`src/rtl/regfile_pkg.sv`:
```
// Shared types and defaults for the write-back register file and its scrub controller.
package regfile_pkg;

    localparam int REGFILE_DATA_W = 32;
    localparam int REGFILE_ADDR_W = 5;

    // Register r0 is hard-wired to zero on both read ports
    localparam int unsigned ZERO_REG = 0;

    typedef enum logic {
        ST_SCRUB = 1'b0,
        ST_READY = 1'b1
    } state_e;

endpackage

```
`src/rtl/reg_file_wb_if.sv`:
```
// Read-port and write-back handshake bundle between the datapath and the register file.
interface reg_file_wb_if #(
    parameter int DATA_W = regfile_pkg::REGFILE_DATA_W,
    parameter int ADDR_W = regfile_pkg::REGFILE_ADDR_W
);
    logic [ADDR_W-1:0] rs_addr;
    logic [ADDR_W-1:0] rt_addr;
    logic              rd_en;
    logic [DATA_W-1:0] rs_data;
    logic [DATA_W-1:0] rt_data;
    logic              wb_valid;
    logic [ADDR_W-1:0] wb_addr;
    logic [DATA_W-1:0] wb_data;
    logic              wb_ready;
    logic              busy;

    modport master (
        output rs_addr, rt_addr, rd_en, wb_valid, wb_addr, wb_data,
        input  rs_data, rt_data, wb_ready, busy
    );

    modport slave (
        input  rs_addr, rt_addr, rd_en, wb_valid, wb_addr, wb_data,
        output rs_data, rt_data, wb_ready, busy
    );
endinterface

```
`src/rtl/reg_file_scrub.sv`:
```
// Post-reset scrub sequencer: walks every register address once, then parks in READY.
module reg_file_scrub
    import regfile_pkg::*;
#(
    parameter int ADDR_W = REGFILE_ADDR_W
) (
    input  logic              clk,
    input  logic              reset,
    output logic              scrub_we,
    output logic [ADDR_W-1:0] scrub_addr,
    output logic              busy
);

    localparam logic [ADDR_W-1:0] LAST_ADDR = '1;

    state_e            state_q, state_d;
    logic [ADDR_W-1:0] ptr_q, ptr_d;

    always_comb begin
        state_d  = state_q;
        ptr_d    = ptr_q;
        scrub_we = 1'b0;
        busy     = 1'b0;
        case (state_q)
            ST_SCRUB: begin
                scrub_we = 1'b1;
                busy     = 1'b1;
                ptr_d    = ptr_q + 1'b1;
                if (ptr_q == LAST_ADDR) begin
                    state_d = ST_READY;
                end
            end
            ST_READY: begin
                state_d = ST_READY;
            end
        endcase
    end

    assign scrub_addr = ptr_q;

    // NOTE: sequential state uses non-blocking assignments so every flop samples pre-edge values.
    always_ff @(posedge clk or negedge reset) begin
        if (!reset) begin
            state_q <= ST_SCRUB;
            ptr_q   <= '0;
        end else begin
            state_q <= state_d;
            ptr_q   <= ptr_d;
        end
    end

endmodule

```
`src/rtl/reg_file_wb.sv`:
```
// Write-back register file with registered dual read ports and post-reset scrub.
// Define REGFILE_WB_BYPASS_EN to forward a same-edge write-back to matching read ports.
module reg_file_wb
    import regfile_pkg::*;
#(
    parameter int DATA_W = REGFILE_DATA_W,
    parameter int ADDR_W = REGFILE_ADDR_W
) (
    input  logic          clk,
    input  logic          reset,
    reg_file_wb_if.slave  bus
);

    localparam int                DEPTH     = 1 << ADDR_W;
    localparam logic [ADDR_W-1:0] ZERO_ADDR = ADDR_W'(ZERO_REG);

`ifdef REGFILE_WB_BYPASS_EN
    localparam bit BYPASS = 1'b1;
`else
    localparam bit BYPASS = 1'b0;
`endif

    logic [DATA_W-1:0] mem_q [DEPTH];

    logic              scrub_we;
    logic [ADDR_W-1:0] scrub_addr;
    logic              scrub_busy;

    logic              wb_fire;
    logic              mem_we;
    logic [ADDR_W-1:0] mem_waddr;
    logic [DATA_W-1:0] mem_wdata;

    logic [DATA_W-1:0] rs_data_q, rs_data_d;
    logic [DATA_W-1:0] rt_data_q, rt_data_d;

    reg_file_scrub #(
        .ADDR_W (ADDR_W)
    ) u_scrub (
        .clk        (clk),
        .reset      (reset),
        .scrub_we   (scrub_we),
        .scrub_addr (scrub_addr),
        .busy       (scrub_busy)
    );

    assign bus.busy     = scrub_busy;
    assign bus.wb_ready = ~scrub_busy;
    assign bus.rs_data  = rs_data_q;
    assign bus.rt_data  = rt_data_q;

    // Scrub and write-back never overlap: wb_ready is low for the whole scrub.
    always_comb begin
        wb_fire   = bus.wb_valid && bus.wb_ready;
        mem_we    = scrub_we || (wb_fire && (bus.wb_addr != ZERO_ADDR));
        mem_waddr = scrub_we ? scrub_addr : bus.wb_addr;
        mem_wdata = scrub_we ? '0 : bus.wb_data;
    end

    always_comb begin
        rs_data_d = rs_data_q;
        rt_data_d = rt_data_q;
        if (bus.rd_en) begin
            rs_data_d = (scrub_busy || bus.rs_addr == ZERO_ADDR) ? '0 : mem_q[bus.rs_addr];
            rt_data_d = (scrub_busy || bus.rt_addr == ZERO_ADDR) ? '0 : mem_q[bus.rt_addr];
            if (BYPASS && wb_fire && bus.wb_addr != ZERO_ADDR) begin
                if (bus.wb_addr == bus.rs_addr) rs_data_d = bus.wb_data;
                if (bus.wb_addr == bus.rt_addr) rt_data_d = bus.wb_data;
            end
        end
    end

    // NOTE: the array has no reset term so it maps onto plain RAM; the scrub FSM clears it instead.
    always_ff @(posedge clk) begin
        if (mem_we) begin
            mem_q[mem_waddr] <= mem_wdata;
        end
    end

    always_ff @(posedge clk or negedge reset) begin
        if (!reset) begin
            rs_data_q <= '0;
            rt_data_q <= '0;
        end else begin
            rs_data_q <= rs_data_d;
            rt_data_q <= rt_data_d;
        end
    end

endmodule
```
`src/flat_wrapper.sv`:
```
// flat-port wrapper written by rule: the top's interface ports become plain ports
module reg_file_wb_flat import regfile_pkg::*;
#(
    parameter int DATA_W = REGFILE_DATA_W,
    parameter int ADDR_W = REGFILE_ADDR_W
)
  (clk, reset, bus_rs_addr, bus_rt_addr, bus_rd_en, bus_wb_valid, bus_wb_addr, bus_wb_data, bus_rs_data, bus_rt_data, bus_wb_ready, bus_busy);
  reg_file_wb_if #(.DATA_W(DATA_W), .ADDR_W(ADDR_W)) bus_i ();
  input  logic clk;
  input  logic reset;
  input wire logic [$bits(bus_i.rs_addr)-1:0] bus_rs_addr;
  input wire logic [$bits(bus_i.rt_addr)-1:0] bus_rt_addr;
  input wire logic [$bits(bus_i.rd_en)-1:0] bus_rd_en;
  input wire logic [$bits(bus_i.wb_valid)-1:0] bus_wb_valid;
  input wire logic [$bits(bus_i.wb_addr)-1:0] bus_wb_addr;
  input wire logic [$bits(bus_i.wb_data)-1:0] bus_wb_data;
  output wire logic [$bits(bus_i.rs_data)-1:0] bus_rs_data;
  output wire logic [$bits(bus_i.rt_data)-1:0] bus_rt_data;
  output wire logic [$bits(bus_i.wb_ready)-1:0] bus_wb_ready;
  output wire logic [$bits(bus_i.busy)-1:0] bus_busy;
  assign bus_i.rs_addr = bus_rs_addr;
  assign bus_i.rt_addr = bus_rt_addr;
  assign bus_i.rd_en = bus_rd_en;
  assign bus_i.wb_valid = bus_wb_valid;
  assign bus_i.wb_addr = bus_wb_addr;
  assign bus_i.wb_data = bus_wb_data;
  assign bus_rs_data = bus_i.rs_data;
  assign bus_rt_data = bus_i.rt_data;
  assign bus_wb_ready = bus_i.wb_ready;
  assign bus_busy = bus_i.busy;
  reg_file_wb #(.DATA_W(DATA_W), .ADDR_W(ADDR_W)) u_core (.clk(clk), .reset(reset), .bus(bus_i));
endmodule
```
`config.mk`:
```
export PLATFORM = sky130hd
export DESIGN_NAME = reg_file_wb_flat
export DESIGN_NICKNAME = d
export VERILOG_FILES = /design/src/rtl/regfile_pkg.sv /design/src/rtl/reg_file_wb_if.sv /design/src/rtl/reg_file_scrub.sv /design/src/rtl/reg_file_wb.sv /design/src/flat_wrapper.sv
export SDC_FILE = /design/constraint.sdc
export NUM_CORES = 1
export LEC_CHECK = 0
export BUFFER_PORTS_ARGS = -buffer_cell sky130_fd_sc_hd__clkbuf_2
export CAP_MARGIN = 5
export CORE_MARGIN = 2
export CORE_UTILIZATION = 65
export CTS_BUF_LIST = sky130_fd_sc_hd__clkbuf_4
export CTS_CLUSTER_SIZE = 30
export DETAILED_ROUTE_END_ITERATION = 12
export PLACE_DENSITY = 0.82
export SYNTH_ARGS = -nofsm -noshare
export SYNTH_HDL_FRONTEND = slang
export SYNTH_SLANG_ARGS = --single-unit
export TNS_END_PERCENT = 50
```
`constraint.sdc`:
```
create_clock -name clk -period 3.86 [get_ports clk]
set_input_delay 0.772 -clock clk [delete_from_list [all_inputs] [get_ports clk]]
set_output_delay 0.772 -clock clk [all_outputs]
set_load 0.05 [all_outputs]
```
Word-level counts from Yosys, hierarchy flattened
Memories as Yosys holds them, arrays and structs flattened. Cells that the tools add are included.

Register bits: 70. Output and inout port bits: 66. Bits in writable memories: 1024. Input port bits: 51. Word-level logic and storage cells: 25. Memories kept: 1.

Reductions and logical operators: 8. Multiplexer cells: 9. Bitwise operators: 1. Equal/unequal tests: 1. Add/subtract/negate cells: 1.

Memories: u_core.mem_q (depth 32, width 32, rd ports 2, clocked after memory_dff 0, wr ports 1, RTL line reg_file_wb.sv:23) `logic [DATA_W-1:0] mem_q [DEPTH];`.

Operator list (count): 2-to-1 mux 32 bit (3); zero test 5 bit (2); adder 5 x 1 -> 5 bit, second input constant (1); == test 5 bit, second input constant (1); 2-to-1 mux 5 bit (1); nonzero test 5 bit (1); 2-to-1 mux 1 bit (4); logical OR 1 bit (3); logical AND 1 bit (2); case mux 1 bit (2 select lines) (1); NOT 1 bit (1).

Depth between registers and ports, before layout
Depth in word-level cells: 5. Depth in mapped cells: 9. Mapped depth without buffers: 4.

By module
A second synthesis with hierarchy kept.

Cells, all modules: 2525. Area, all modules: 49959.2 µm².

By module, submodules not included: reg_file_wb (instances 1, area each 49647.6 µm², seq. area each 32351.0 µm², cells an instance 2505); reg_file_scrub (instances 1, area each 311.5 µm², seq. area each 150.1 µm², cells an instance 20).

Worst setup path after synthesis
No wires, ideal clock.

Kind: register -> register. From: reg u_core.u_scrub.state_q. To: mem u_core.mem_q[4][0] in the netlist's numbering, enable pin. Slack: 0.304 ns. Setup time: 0.421 ns. Data required time: 3.439 ns. Arrival time: 3.135 ns. Cell stages (with the launch flop): 6. Path buffers: 1. Cells stage by stage: dfrtp_1 -> clkbuf_1 -> inv_1 -> o32ai_1 -> nand2_1 -> nor2_1.

Elaborated cells on any way between the ends: 7. Classes of those cells: mux (4); reduce/logical (3).

RTL lines: start: declaration (RTL line reg_file_scrub.sv:16) `state_e state_q, state_d;`; start signal: assignment (RTL line reg_file_scrub.sv:47) `state_q <= state_d;`; 2-to-1 mux 1 bit; named net bus_busy (RTL line flat_wrapper.sv:20) `output wire logic [$bits(bus_i.busy)-1:0] bus_busy;`; logical OR 1 bit (RTL line reg_file_wb.sv:55) `mem_we = scrub_we || (wb_fire && (bus.wb_addr != ZERO_ADDR));`; 2-to-1 mux 1 bit (RTL line reg_file_wb.sv:75) `if (mem_we) begin`; 2-to-1 mux 1 bit (not written as such) (RTL line reg_file_wb.sv:76) `mem_q[mem_waddr] <= mem_wdata;`; end: declaration (RTL line reg_file_wb.sv:23).

The timed path passes the listed nets, and every way through them passes these cells.

Worst setup path in the final report
From: reg u_core.u_scrub.state_q. To: mem u_core.mem_q[7][13] in the netlist's numbering, enable pin.

Cells in the longest elaborated chain, start to end: 5. Elaborated cells on any way between the ends: 7. Classes of those cells: mux (4); reduce/logical (3).

RTL lines: logical AND 1 bit (RTL line reg_file_wb.sv:54) `wb_fire = bus.wb_valid && bus.wb_ready;`; logical AND 1 bit (RTL line reg_file_wb.sv:55); logical OR 1 bit (RTL line reg_file_wb.sv:55); 2-to-1 mux 1 bit (RTL line reg_file_wb.sv:75); 2-to-1 mux 1 bit (not written as such) (RTL line reg_file_wb.sv:76).

Parallel ways exist; a longest one is shown, timed or not.

==> impl_metrics.toml <==
[run_status]
outcome = "completed"

[cts]
postCtsSetupBuffers = 0
cts_buffers = 287
clockRootBuffer = "clkbuf_4"
clockBufferDepth = 4
htree_levels = 5
worstSkewPairLatency_ps = 1160
cts_sinks = 1094
clk_pin_slew_worst_paths_ps = 60
cts_tree = "built"

[global_route]
overflow = 0
grt_pass1_wl_mm = 224.0
grt_max_degree = 77
grt_use_total = 0.3865
first_global_vias = 34140
antenna_found_initial = 4

[yosys]
ys_ff_latch = 1094
synth_cell_types = 45
yosys.area.top_type = "edfxtp_1"
yosysSeqAreaShare = 0.6306
syn_area_mm2 = 0.05154
yosys.area.top_type_share = 0.5966
synth.area.top_cells = "edfxtp_1 60%, mux4_2 11%, mux2i_1 9.8%"
syn_inst = 2944
syn-num-nets = 2997
synth.avg_cell_area_um2 = 17.51
ys_warn_count = 0

[sta]
fin_skew_ps = 113.8
fin_setup_tns_ps = 0
slew_violations = 0
fmax_ghz = 0.3310
setup_viol = 0
slew_headroom = 0.02898
finalCriticalPeriod_ps = 3021
hold_violations = 0
post-route-period-util = 0.7826
rsz0062_at_grt = "no"
tightest_slew_ps = 1451

[floorplanning]
ios = 117
die_h_um = 285.6
start_util = 0.6545
core_mm2 = 0.07874
dieArea_mm2 = 0.08156
die_x_um = 285.6
rows = 103

[layout]
drive_gt1_frac = 0.3602
final_cell_mix = "1024 x edfxtp_1, 507 x mux2i_1, 429 x clkbuf_4, 258 x mux4_2, 252 x a22oi_1"
area_growth_pct = 11.76
register_area_mm2 = 0.03250
final_common_cell = "edfxtp_1"
fin_nets = 3293
multi_input_area_mm2 = 0.01809
final.fill_count = 4627

[critical_path]
path_max_fanout = 29
crit_type = "flop to flop"
worst-endpoint-required_ps = 4640
r2r_end = "u_core.mem_q[7][13]$_DFFE_PP_"
reg2regPathDepth = 5
cp.arrival_ps = 3800
rrSetupSlack_ps = 840
endpoint_kind = "flop"
start_kind = "flop"
rr_startpoint = "u_core.u_scrub.state_q$_DFF_PN0_"

[placed_design]
numPortBuffers = 116
place_congestion = 0.8679
dp_hpwl_mm = 89.91

[power_and_ir_drop]
powerDensity_mw_per_mm2 = 448.2
peakVddDrop_mv = 0.3201
leakagePower_uw = 0.02028
total_power_uw = 25820

[hold_path]
hold_end = "u_core.bus.rt_data[28]$_DFFE_PN0P_"
holdCritPathClass = "input pin to flop"
min_path_cells = 3
hold_path_startpoint = "bus_rt_addr[4]"

[drt]
viasPerCell = 7.462
wl_mm = 156.9
drt-initial-drc-count = 5348
via_count = 33550
drcViolationCount = 0
ant_nets = 0
wire_per_inst_um = 34.91
drtPass1Iterations = 8

[run]
cap_violations = 0
-- worst max-delay path by stage --
stage	from	endpoint
finish	u_core.u_scrub.state_q$_DFF_PN0_	u_core.mem_q[7][13]$_DFFE_PP_
global route	u_core.u_scrub.state_q$_DFF_PN0_	bus_busy
CTS	u_core.u_scrub.state_q$_DFF_PN0_	bus_busy
detailed placement	bus_rs_addr[0]	u_core.bus.rs_data[19]$_DFFE_PN0P_
global placement	bus_rs_addr[0]	u_core.bus.rs_data[19]$_DFFE_PN0P_
floorplan	u_core.u_scrub.state_q$_DFF_PN0_	u_core.mem_q[4][0]$_DFFE_PP_
-- what timing repair did --
action / 4_1_cts / 5_1_grt
endpoints found under the hold margin: 34 / 0
hold buffers: 1 / 0
gates resized for setup: 0 / 0
-- state kept, by name, indices dropped and copies added (netlist names) --
signal,cells
u_core.bus.rs_data,32
u_core.bus.rt_data,32
u_core.mem_q,1024
u_core.u_scrub.scrub_addr,5
u_core.u_scrub.state_q,1
-- cells in the mapped netlist (all sizes together) --
| cell | instances |
|---|---|
| edfxtp | 1024 |
| mux2i | 507 |
| mux4 | 258 |
| a22oi | 252 |
| buf | 150 |
| mux2 | 131 |
| a21oi | 129 |
| clkbuf | 86 |
| nand2b | 71 |
| dfrtp | 70 |
| o41ai | 64 |
| o22ai | 62 |
| nor2 | 41 |
| and2 | 36 |
| nand2 | 17 |
| nor2b | 10 |
| inv | 4 |
| or2 | 4 |
| nand3 | 3 |
| xnor2 | 3 |
| a211oi | 2 |
| ha | 2 |
| nor4b | 2 |
| o221a | 2 |
| o221ai | 2 |
| or4 | 2 |
| a32o | 1 |
| and3 | 1 |
| nor3 | 1 |
| nor3b | 1 |
| nor4 | 1 |
| o21ai | 1 |
| o22a | 1 |
| o31ai | 1 |
| o32ai | 1 |
| or3 | 1 |
-- power by group --
group / switching, uW / leakage [uW] / total (uW) / internal, uW
sequential: 111 / 0.0101 / 13200 / 13100
clock: 4700 / 0.00215 / 9960 / 5260
combinational: 1740 / 0.00807 / 2650 / 916
total: 6550 / 0.0203 / 25800 / 19300
-- per-stage QoR --
step	area [um^2]	hold slack (ps)	std cells	setup slack [ps]	util
3_5_place_dp	54030	496.2	4000	682.8	0.6862
4_1_cts	57590	74.66	4493	771.4	0.7314
5_1_grt	57600	114.6	4496	713.9	0.7315
2_1_floorplan	51540	476.4	2944	303.8	-
6_report	57600	156.9	4496	839.2	0.7315
3_3_place_gp	54030	488.9	4000	748.8	0.6862
-- metal layers --
metal	global-route usage	routed length, um	vias up
met5	0	25	-
met4	0.2220	9519	2
met3	0.1196	22560	680
met2	0.5852	72050	3134
met1	0.5015	52780	16720
li1	-	-	13010
-- logic make-up (layout without fill, tap and decap cells) --
logic type | Yosys count | in the layout | share of synthesized area
and+or+nand+nor | 191 | 191 | 0.02064
other | 0 | 3 | 0
adders and majority gates | 2 | 2 | 0.0004855
muxes | 896 | 896 | 0.2398
DFF | 1094 | 1094 | 0.6306
buffers and inverters | 240 | 739 | 0.02544
xor gates and xnor gates | 3 | 3 | 0.0005099
AOI/OAI and AO/OA | 518 | 518 | 0.08249
-- area by class of cell --
| cell class | instances | share of cell area |
|---|---|---|
| repair buffers | 243 | 0.03689 |
| clock buffers | 429 | 0.05591 |
| inverters | 4 | 0.0002607 |
| clock inverters | 63 | 0.005670 |
| multi-input cells | 1610 | 0.3140 |
| diodes | 3 | 0.0001303 |
| well taps | 1050 | 0.02281 |
| flip-flops and latches | 1094 | 0.5643 |
-- worst max-delay path, stage by stage (launching register included) --
cell,delay (ps)
dfrtp_2,640
inv_1,160
o32ai_1,420
nand2_1,390
nor2_4,750
buf_12,270
No activity file was read; power rests on OpenSTA's default activity.
